`src/rtl/cpu_ctrl_pkg.sv`:
```
// rtl/cpu_ctrl_pkg.sv - opcodes, state encoding, ALU codes and instruction field helpers
package cpu_ctrl_pkg;

  localparam logic [2:0] OP_LOAD = 3'd0;
  localparam logic [2:0] OP_MOVE = 3'd1;
  localparam logic [2:0] OP_ADD  = 3'd2;
  localparam logic [2:0] OP_SUB  = 3'd3;
  localparam logic [2:0] OP_XOR  = 3'd4;
  localparam logic [2:0] OP_AND  = 3'd5;
  localparam logic [2:0] OP_OR   = 3'd6;
  localparam logic [2:0] OP_NOP  = 3'd7;

  localparam logic [2:0] ALU_ADD = 3'd0;
  localparam logic [2:0] ALU_SUB = 3'd1;
  localparam logic [2:0] ALU_XOR = 3'd2;
  localparam logic [2:0] ALU_AND = 3'd3;
  localparam logic [2:0] ALU_OR  = 3'd4;

  typedef enum logic [2:0] {
    S_IDLE, S_LOAD, S_MOVE, S_ALU1, S_ALU2, S_ALU3, S_RETIRE
  } state_t;

  // Instruction layout is {opcode, rx, ry}; helpers take the index width at run time.
  function automatic logic [7:0] instr_op(input logic [31:0] instr, input int idx_w);
    return 8'(instr >> (2 * idx_w));
  endfunction

  function automatic logic [3:0] instr_rx(input logic [31:0] instr, input int idx_w);
    return 4'((instr >> idx_w) & ((32'd1 << idx_w) - 32'd1));
  endfunction

  function automatic logic [3:0] instr_ry(input logic [31:0] instr, input int idx_w);
    return 4'(instr & ((32'd1 << idx_w) - 32'd1));
  endfunction

  // ALU opcodes are contiguous from ADD, so the ALU mode is an offset.
  function automatic logic [2:0] alu_code(input logic [2:0] op);
    return 3'(op - OP_ADD);
  endfunction

endpackage

```
`src/rtl/cpu_ctrl_seq_onehot_dec.sv`:
```
// rtl/cpu_ctrl_seq_onehot_dec.sv - gated index to one-hot decoder
module onehot_dec #(
  parameter int N = 8,
  parameter int W = 3
) (
  input  logic [W-1:0] idx,
  input  logic         en,
  output logic [N-1:0] oh
);

  for (genvar i = 0; i < N; i++) begin : g_bit
    assign oh[i] = en & (idx == W'(i));
  end

endmodule

```
`src/rtl/cpu_ctrl_seq.sv`:
```
// rtl/cpu_ctrl_seq.sv - multi-cycle control sequencer for the bus-based datapath CPU
module cpu_ctrl_seq #(
  parameter int NUM_REGS = 8,
  parameter int IDX_W    = 3,
  parameter int OP_W     = 4,
  parameter int INSTR_W  = OP_W + 2 * IDX_W
) (
  input  logic                clk,
  input  logic                rst,
  input  logic                instr_valid,
  output logic                instr_ready,
  input  logic [INSTR_W-1:0]  instruction,
  output logic [NUM_REGS-1:0] reg_en,
  output logic [NUM_REGS-1:0] reg_oe,
  output logic                ext_oe,
  output logic                a_en,
  output logic                g_en,
  output logic                g_oe,
  output logic [2:0]          alu_op,
  output logic                done,
  output logic                illegal
);
  import cpu_ctrl_pkg::*;

  localparam logic [IDX_W:0] LIM = (IDX_W + 1)'(NUM_REGS);

  state_t           r_state, w_next;
  logic [2:0]       r_op;
  logic [IDX_W-1:0] r_rx, r_ry;
  logic             r_illegal;

  logic [7:0]       w_op;
  logic [IDX_W-1:0] w_rx, w_ry, w_oe_idx;
  logic             w_op_bad, w_rx_bad, w_ry_bad, w_illegal;
  logic             w_accept, w_en_en, w_oe_en;

  assign w_op     = instr_op(32'(instruction), IDX_W);
  assign w_rx     = IDX_W'(instr_rx(32'(instruction), IDX_W));
  assign w_ry     = IDX_W'(instr_ry(32'(instruction), IDX_W));
  assign w_op_bad = |w_op[7:3];
  assign w_rx_bad = {1'b0, w_rx} >= LIM;
  assign w_ry_bad = {1'b0, w_ry} >= LIM;

  // Operand range is only checked for the fields the opcode actually uses.
  assign w_illegal = w_op_bad
                   | ((w_op[2:0] != OP_NOP) & w_rx_bad)
                   | ((w_op[2:0] != OP_NOP) & (w_op[2:0] != OP_LOAD) & w_ry_bad);

  always_ff @(posedge clk) begin
    if (rst) begin
      r_state   <= S_IDLE;
      r_op      <= '0;
      r_rx      <= '0;
      r_ry      <= '0;
      r_illegal <= 1'b0;
    end else begin
      r_state <= w_next;
      if (w_accept) begin
        r_op      <= w_op[2:0];
        r_rx      <= w_rx;
        r_ry      <= w_ry;
        r_illegal <= w_illegal;
      end
    end
  end

  always_comb begin
    w_next      = r_state;
    w_accept    = 1'b0;
    w_en_en     = 1'b0;
    w_oe_en     = 1'b0;
    w_oe_idx    = r_rx;
    instr_ready = 1'b0;
    ext_oe      = 1'b0;
    a_en        = 1'b0;
    g_en        = 1'b0;
    g_oe        = 1'b0;
    alu_op      = ALU_ADD;
    done        = 1'b0;
    illegal     = 1'b0;
    if (!rst) begin
      case (r_state)
        S_IDLE: begin
          instr_ready = 1'b1;
          w_accept    = instr_valid;
          if (instr_valid) begin
            if (w_illegal || w_op[2:0] == OP_NOP) w_next = S_RETIRE;
            else if (w_op[2:0] == OP_LOAD)         w_next = S_LOAD;
            else if (w_op[2:0] == OP_MOVE)         w_next = S_MOVE;
            else                                   w_next = S_ALU1;
          end
        end
        S_LOAD: begin
          ext_oe  = 1'b1;
          w_en_en = 1'b1;
          done    = 1'b1;
          w_next  = S_IDLE;
        end
        S_MOVE: begin
          w_oe_en  = 1'b1;
          w_oe_idx = r_ry;
          w_en_en  = 1'b1;
          done     = 1'b1;
          w_next   = S_IDLE;
        end
        S_ALU1: begin
          w_oe_en = 1'b1;
          a_en    = 1'b1;
          w_next  = S_ALU2;
        end
        S_ALU2: begin
          w_oe_en  = 1'b1;
          w_oe_idx = r_ry;
          g_en     = 1'b1;
          alu_op   = alu_code(r_op);
          w_next   = S_ALU3;
        end
        S_ALU3: begin
          g_oe    = 1'b1;
          w_en_en = 1'b1;
          done    = 1'b1;
          w_next  = S_IDLE;
        end
        S_RETIRE: begin
          done    = 1'b1;
          illegal = r_illegal;
          w_next  = S_IDLE;
        end
        default: w_next = S_IDLE;
      endcase
    end
  end

  onehot_dec #(.N(NUM_REGS), .W(IDX_W)) u_reg_en (
    .idx (r_rx),
    .en  (w_en_en),
    .oh  (reg_en)
  );

  onehot_dec #(.N(NUM_REGS), .W(IDX_W)) u_reg_oe (
    .idx (w_oe_idx),
    .en  (w_oe_en),
    .oh  (reg_oe)
  );

endmodule

```
`config.mk`:
```
export PLATFORM = sky130hd
export DESIGN_NAME = cpu_ctrl_seq
export DESIGN_NICKNAME = d
export VERILOG_FILES = /design/src/rtl/cpu_ctrl_pkg.sv /design/src/rtl/cpu_ctrl_seq_onehot_dec.sv /design/src/rtl/cpu_ctrl_seq.sv
export SDC_FILE = /design/constraint.sdc
export NUM_CORES = 1
export LEC_CHECK = 0
export CAP_MARGIN = 25
export CORE_MARGIN = 5
export CORE_UTILIZATION = 45
export CTS_CLUSTER_DIAMETER = 120
export DETAILED_ROUTE_END_ITERATION = 8
export PLACE_DENSITY = 0.9
export SLEW_MARGIN = 20
export SYNTH_ARGS = -nofsm -noshare
export SYNTH_HDL_FRONTEND = slang
export SYNTH_SLANG_ARGS = --single-unit
```
`constraint.sdc`:
```
create_clock -name clk -period 4.82 [get_ports clk]
set_clock_uncertainty 0.1 [all_clocks]
set_input_delay 0.964 -clock clk [delete_from_list [all_inputs] [get_ports clk]]
set_output_delay 0.964 -clock clk [all_outputs]
set_load 0.005 [all_outputs]
```
; ---- After elaboration in Yosys (flattened, before gate mapping)
; Index checks and enable logic that the tools add are counted.
; Widths: inputs -> output; s select.
[classes]
mux = 29
eq_ne = 23
addsub = 1
bitwise = 16
reduce_logical = 9
[ops]
columns = op, n
row1 = $eq 3x3->1 const B, 12
row2 = $mux 1, 21
row3 = $eq 3x2->1 const B, 6
row4 = $mux 3, 6
row5 = $and 1x1->1, 16
row6 = $eq 3x1->1 const B, 4
row7 = $logic_not 3->1, 4
row8 = $pmux 3 s3, 1
row9 = $reduce_or 3->1, 2
row10 = $reduce_or 4->1, 1
row11 = $sub 3x2->3 const B, 1
row12 = $mux 2, 1
row13 = $ne 2x2->1 const B, 1
row14 = $reduce_or 2->1, 1
row15 = $logic_or 1x1->1, 1
[word_totals]
in_bits = 13
reg_bits = 13
wordCells = 83

; ---- Logic depth before layout (Yosys ltp)
; Gate-level depths: netlist (run 1).
[logic_depth]
ltp_word = 6
ltp_mapped = 7

; ---- Modules after synthesis
; A second synthesis (run 1) with hierarchy kept.
[hier_totals]
cells_unflattened = 93
area_unflattened_um2 = 959.7
[by_module_without_submodules]
columns = module, area_per_inst_um2, seq_area_each_um2, n_inst, cells_per_inst
row1 = cpu_ctrl_seq, 767.0, 260.2, 1, 77
row2 = onehot_dec, 96.3, 0.0, 2, 8

; ---- Worst setup path after synthesis (run 1)
; Ideal clock, no wire load.
[synth_timing]
path_kind = input to output
from = in rst
to = out reg_oe[4]
path_buffers = 1
cell_stages = 4
path_slack_ns = 2.023
arrival_ns = 1.733
required_ns = 3.756
cell_sequence = buf_1 > nor2_1 > nand4b_1 > o32ai_1
[synth_via]
elab_chain_len = 3
elab_cells_between_ends = 4
[synth_lines]
columns = element, line
row1 = "start, declared", cpu_ctrl_seq.sv:9  ; input logic rst,
row2 = $mux 3, cpu_ctrl_seq.sv:81  ; if (!rst) begin
row3 = $eq 3x3->1, cpu_ctrl_seq_onehot_dec.sv:12  ; assign oh[i] = en & (idx == W'(i));
row4 = $and 1x1->1 (*), cpu_ctrl_seq_onehot_dec.sv:12
row5 = "end, declared", cpu_ctrl_seq.sv:14  ; output logic [NUM_REGS-1:0] reg_oe,
; Every way passes the cells marked *; elsewhere a longest branch is shown, timed or not.

; ---- Worst setup path in the final report (run 1)
[layout_timing]
from = in rst
to = out reg_oe[3]
[layout_via]
elab_chain_len = 3
elab_cells_between_ends = 4
[layout_lines]
columns = element, line
row1 = $mux 3, cpu_ctrl_seq.sv:81
row2 = $eq 3x2->1, cpu_ctrl_seq_onehot_dec.sv:12
row3 = $and 1x1->1 (*), cpu_ctrl_seq_onehot_dec.sv:12
; Marks and branches as above.

==> flow_summary.toml, run 1 <==
[worst_setup_path]
cp-startpoint = "rst"
critical_path_class = "primary input to output port"
reg2reg_slack_ps = 2950
endpoint = "reg_oe[3]"
critical_path.startpoint_type = "primary input"
crit_fanout = 9
critPathArrivalTime_ps = 3060
cp.required_ps = 3760
reg2reg_depth = 5
r2r_end = "r_ry[1]"
end_kind = "output port"
r2r-start = "r_state[0]"

[floorplan]
initial_core_util_pct = 47.4
coreArea_um2 = 1980
dieArea_um2 = 3100
die_y_um = 55.7
pin_count = 39
rows = 16
dieWidth_um = 55.7

[clock_tree]
clk_pin_slew_ps = 80
cts_max_level = 1
clock_latency_ps = 280
cts_hold_buf = 0
cts-root-buf = "clkbuf_4"
clockBufferDepth = 2
post_cts_resize_count = 0
cts_setup_buffers = 0
clock-sinks = 13
cts_tree = "yes"
cts-buffers-inserted = 3

[power]
clkPwrFrac_pct = 23.1
power_frac_comb_pct = 33.3
p_leak_nw = 0.532
power_density_nw_per_um2 = 222
p_seq_share_pct = 43.6
switching_share_pct = 33.1
vdd_drop_max_uv = 173
p_sw_w = 0.0000991
p_int_w = 0.000200

[synth]
synth_top_area_cell = "dfxtp_1"
synth_edf_count = 0
ys_seq_area_share_pct = 27.7
synthTopCellsByCount = "20 x nor2_1, 13 x dfxtp_1, 11 x mux2i_1"
yosysUniqueCellTypes = 40
synth_top_area_share_pct = 27.7
netlist_area_um2 = 940
synth.yosys.warnings = 0
synthMostInstantiatedCell = "nor2_1"
synth_top_flop_cell = "dfxtp_1"
synth_area_per_cell_um2 = 8.17
async_flop_share_pct = 0
yosys_register_bits = 13
synth_cells = 115
synth_nets = 132
synth_top_cells_by_area = "dfxtp_1 28%, mux2i_1 12%, nor2_1 8.0%, ha_1 5.3%, inv_1 2.8%"

[placed_design]
dp_cells = 175
placement.io_buffers = 38
dpl.hpwl_mm = 2.01
dp_slack_ps = 745
place_congestion = 0.930

[route]
viasPerCell = 5.51
drtIter0Drc = 28
antenna_left = 0
drc_errors = 0
vias = 987
totalWireLength_mm = 2.54
avgRoutedWirePerCell_um = 14.2
first_pass_iters = 4

[global_route]
grt-ovfl-total = 0
use_met2_pct = 29.7
grt_pass1_vias = 1019
use_met3_pct = 6.03
global_route.usage.total_pct = 17.2
grt_start_max_net_pins = 17
grt_pass1_wl_mm = 4.42
gr-usage-met1_pct = 19.1
antenna_found_initial = 0
grt_busiest_layer = "met2"

[layout]
area_delta_synth_final_pct = 43.9
post_route_cells_drive_above_1_share_pct = 5.26
final_cells = 179
nNetsFinal = 170
diodes = 0
fillers = 163

[sta]
slew_viol_final = 0
period_share_pct = 85.6
finalSetupViolations = 0
rsz0062_at_grt = "false"
fmax_mhz = 242
worstMarginPinSlew_ps = 627
timing.final.ws_setup_ps = 696
setup-tns-final_ps = 0
hold_violations = 0
slew_headroom_pct = 58.1
layout_min_cycle_time_ps = 4120

[hold_path]
hold_class = "flop to flop"

[job]
drv_cap = 0

[status]
status = "completed"
sequential cells by signal, indices dropped and copies added, names as in the netlist:
signal / cells
r_ry: 3
r_rx: 3
r_op: 3
r_state: 3
r_illegal: 1
through the flow:
step | instance area, µm² | hold WS, ps | util, % | total power (W)
4_1_cts | 1350 | 428 | 68.2 | 0.000302
3_3_place_gp | 1330 | 370 | 66.9 | 0.000229
2_1_floorplan | 940 | 355 | - | 0.000198
5_1_grt | 1350 | 463 | 68.2 | 0.000322
3_5_place_dp | 1330 | 407 | 66.9 | 0.000232
6_report | 1350 | 419 | 68.2 | 0.000300
layout make-up:
class                   instances  area, µm²  area share, %
multi-input cells              88        613           45.3
repair buffers                 39        388           28.7
flip-flops and latches         13        260           19.2
well taps                      27       33.8           2.50
inverters                       8       30.0           2.22
clock buffers                   3       22.5           1.67
clock inverters                 1       5.00          0.370
cells in the final DEF, fill, tap and decap left out, types with 2 or more instances in the layout:
cell type and instances:
nand4_1 2, nand2b_1 3, nor2b_1 3, and3_1 2, or4_1 2, dfxtp_1 13, clkdlybuf4s50_1 38, nand2_1 3
nor3_1 5, and2_1 3, a211o_1 3, a211oi_1 3, o22ai_1 3, mux2i_1 11, o211ai_1 2, nor2_1 20
inv_1 7, o21ai_0 2, clkbuf_4 3, a211oi_2 2, ha_1 4
worst min path at each step:
| stage | to | slack [ps] | from | depth (start not counted) |
|---|---|---|---|---|
| after CTS | r_op[0] | 430 | r_op[0] | 2 |
| after floorplan | r_illegal | 350 | r_illegal | 2 |
| after detailed placement | r_op[0] | 410 | r_op[0] | 2 |
| after global placement | r_op[0] | 370 | r_op[0] | 2 |
| final | r_op[0] | 420 | r_op[0] | 2 |
| after global routing | r_illegal | 460 | r_illegal | 2 |
worst max-delay path, stage by stage:
cell	delay, ps
clkdlybuf4s50_1	650
clkinv_1	310
a211o_1	330
a211oi_1	260
clkdlybuf4s50_1	550
per-layer routing:
layer	wire, µm	vias up	part of all wire, %
li1	-	492	-
met1	1070	447	42
met2	1210	44	48
met3	228	4	9.0
met4	27	0	1.1
met5	0	-	0
power groups by stage:
stage               logic (W)  registers [W]  clock network (W)
finish              0.0000998       0.000131          0.0000692
global route         0.000110       0.000133          0.0000792
CTS                  0.000100       0.000130          0.0000718
detailed placement  0.0000996       0.000133                  0
global placement    0.0000971       0.000132                  0
floorplan           0.0000707       0.000127                  0
kinds of logic (layout without fill, tap and decap cells):
logic type,Yosys count,count (layout),synth area share [%]
AO/OA/AOI/OAI,22,22,19.0
AND/OR/NAND/NOR,48,48,25.7
adder cells (fa/ha/maj),4,4,5.33
XOR/XNOR,2,2,1.86
multiplexers,12,12,13.3
flip-flops,13,13,27.7
buffers and inverters,14,51,7.06
No activity file was read; power rests on OpenSTA's default activity.
==> inputs of run 2 (changes only) <==
Settings changed: ABC_AREA set to 1, CORE_UTILIZATION 45 to 44, PLACE_DENSITY 0.9 to 0.89.
==> run 2 against run 1 <==
Core utilization shrank 0.52 points; flip-flop and latch count is the same; synthesized area shrank 4.3%; die area shrank 1.7%; wire length shrank 5.4%; critical endpoint is now reg_oe[2]; largest power group unchanged; register-to-register slack gained 250 ps; total power grew 7.5%; combinational power grew 25%.
==> flow_summary.toml, run 2 <==
[power]
p_leak_nw = 0.583
p_total_w = 0.000322
vdd_drop_max_uv = 160
power_density_nw_per_um2 = 243

[synth]
synth_top_flop_cell = "dfxtp_1"
synth_nets = 159
async_flop_share_pct = 0
synth_top_cells_by_area = "dfxtp_1 29%, nand2_1 16%, nor2_1 13%, inv_1 6.3%, ha_1 5.6%"
synthMostInstantiatedCell = "nand2_1"
yosys_register_bits = 13
synth_edf_count = 0
netlist_area_um2 = 900
synth_top_area_cell = "dfxtp_1"
synth_top_area_share_pct = 28.9
synth_cells = 142
synth.yosys.warnings = 0
ys_seq_area_share_pct = 28.9
synthTopCellsByCount = "38 x nand2_1, 32 x nor2_1, 15 x inv_1"
yosysUniqueCellTypes = 22
synth_area_per_cell_um2 = 6.34

[global_route]
grt_pass1_vias = 983
global_route.usage.total_pct = 16.9
grt_start_max_net_pins = 13
antenna_found_initial = 0
grt-ovfl-total = 0
grt_pass1_wl_mm = 4.27

[worst_setup_path]
crit_fanout = 12
cp.buffers_inverters = 3
max_stage_delay_ps = 640
end_kind = "output port"
critical_path_class = "primary input to output port"
critPathArrivalTime_ps = 3120
critical_path.startpoint_type = "primary input"
crit_chain = "clkdlybuf4s50_1 -> inv_2 -> nand3_2 -> nand2_2 -> nand2_1 -> nand2_1 -> nand2_1 -> nor2_1 -> clkdlybuf4s50_1"
critPathTopFamily = "buffers and inverters"
crit_top_cell = "nand2_1"
cp.required_ps = 3760
critPathSlowestCell = "clkdlybuf4s50_1"

[route]
vias = 1012
totalWireLength_mm = 2.40
first_pass_iters = 4
viasPerCell = 4.84
drtIter0Drc = 20
avgRoutedWirePerCell_um = 11.5
drc_errors = 0
antenna_left = 0

[sta]
finalSetupViolations = 0
slew_viol_final = 0
hold_violations = 0
worstMarginPinSlew_ps = 456
fmax_mhz = 239
hold_ws_ps = 397
setup-tns-final_ps = 0
period_share_pct = 86.7
slew_headroom_pct = 69.5
rsz0062_at_grt = "false"
layout_min_cycle_time_ps = 4180

[clock_tree]
cts_max_level = 1
clock-sinks = 13
cts_tree = "yes"
cts_setup_buffers = 0
clock_latency_ps = 280
cts_hold_buf = 0
cts-root-buf = "clkbuf_4"
cts-buffers-inserted = 3
clockBufferDepth = 2
clk_pin_slew_ps = 80
post_cts_resize_count = 0

[layout]
post_route_cells_drive_above_1_share_pct = 8.24
diodes = 0
area_delta_synth_final_pct = 47.7
final_cells = 209
nNetsFinal = 200
final_cell_mix = "38 x nand2_1, 38 x clkdlybuf4s50_1, 32 x nor2_1"

[floorplan]
initial_core_util_pct = 45.9
rows = 16
dieWidth_um = 55.2
pin_count = 39
coreArea_um2 = 1960
die_y_um = 55.2
dieArea_um2 = 3050

[job]
drv_cap = 0

[placed_design]
place_congestion = 0.860
dp_cells = 205
placement.io_buffers = 38
dpl.hpwl_mm = 1.98

[status]
status = "completed"

[hold_path]
hold_class = "flop to flop"
[run 2: changes by cell type after synthesis, moves of 6 or more]
cell and delta:
inv_1 +8, o31ai_1 +6, nand2_1 +35, nor2_1 +12
mux2i_1 -11, nand3_1 +8
[run 2: cells by family after synthesis]
| kind of cell | count (synthesis) | synth area share, % |
|---|---|---|
| xor gates and xnor gates | 1 | 0.974 |
| AOI/OAI and AO/OA | 14 | 10.0 |
| buffers and inverters | 20 | 9.04 |
| adders and majority gates | 4 | 5.56 |
| and+or+nand+nor | 90 | 45.5 |
| DFF | 13 | 28.9 |
[run 2: power by group]
group	internal (W)	switching [W]
clock network	0.0000322	0.0000358
logic	0.0000540	0.0000706
registers	0.000120	0.00000998
[run 2: per-stage QoR]
step                cell area, µm²  worst slack, ps  util, %
floorplan                      900             2110        -
global placement              1300              724     66.4
detailed placement            1300              616     66.4
CTS                           1330              615     67.7
global route                  1330              415     67.7
finish                        1330              639     67.7
[run 2: final cells by class]
type | count | area, µm²
Timing Repair Buffer | 38 | 380
Sequential cell | 13 | 260
Tap cell | 27 | 33.8
Clock buffer | 4 | 26.3
Multi-Input combinational cell | 109 | 558
Inverter | 18 | 70.1
Fill cell | 193 | 633
[run 2: worst min-delay path, delay by kind of cell (launching register included)]
family             cells  cell delay (ps)
and+or+nand+nor        1               70
DFF                    1              300
AOI/OAI and AO/OA      1               80
[run 2: worst paths after layout]
path,from,to,slack [ps],cells after the start
min reg2reg,r_illegal,r_illegal,400,2
max,rst,reg_oe[2],640,9
max reg2reg,r_state[0],r_op[1],3200,7
min,r_illegal,r_illegal,400,2
[run 2: metal layers]
layer	GRT usage (%)	vias up	part of all wire, %
li1	-	529	-
met1	19.4	437	42
met2	28.9	41	49
met3	5.13	5	7.3
met4	7.29	0	1.9
met5	0	-	0
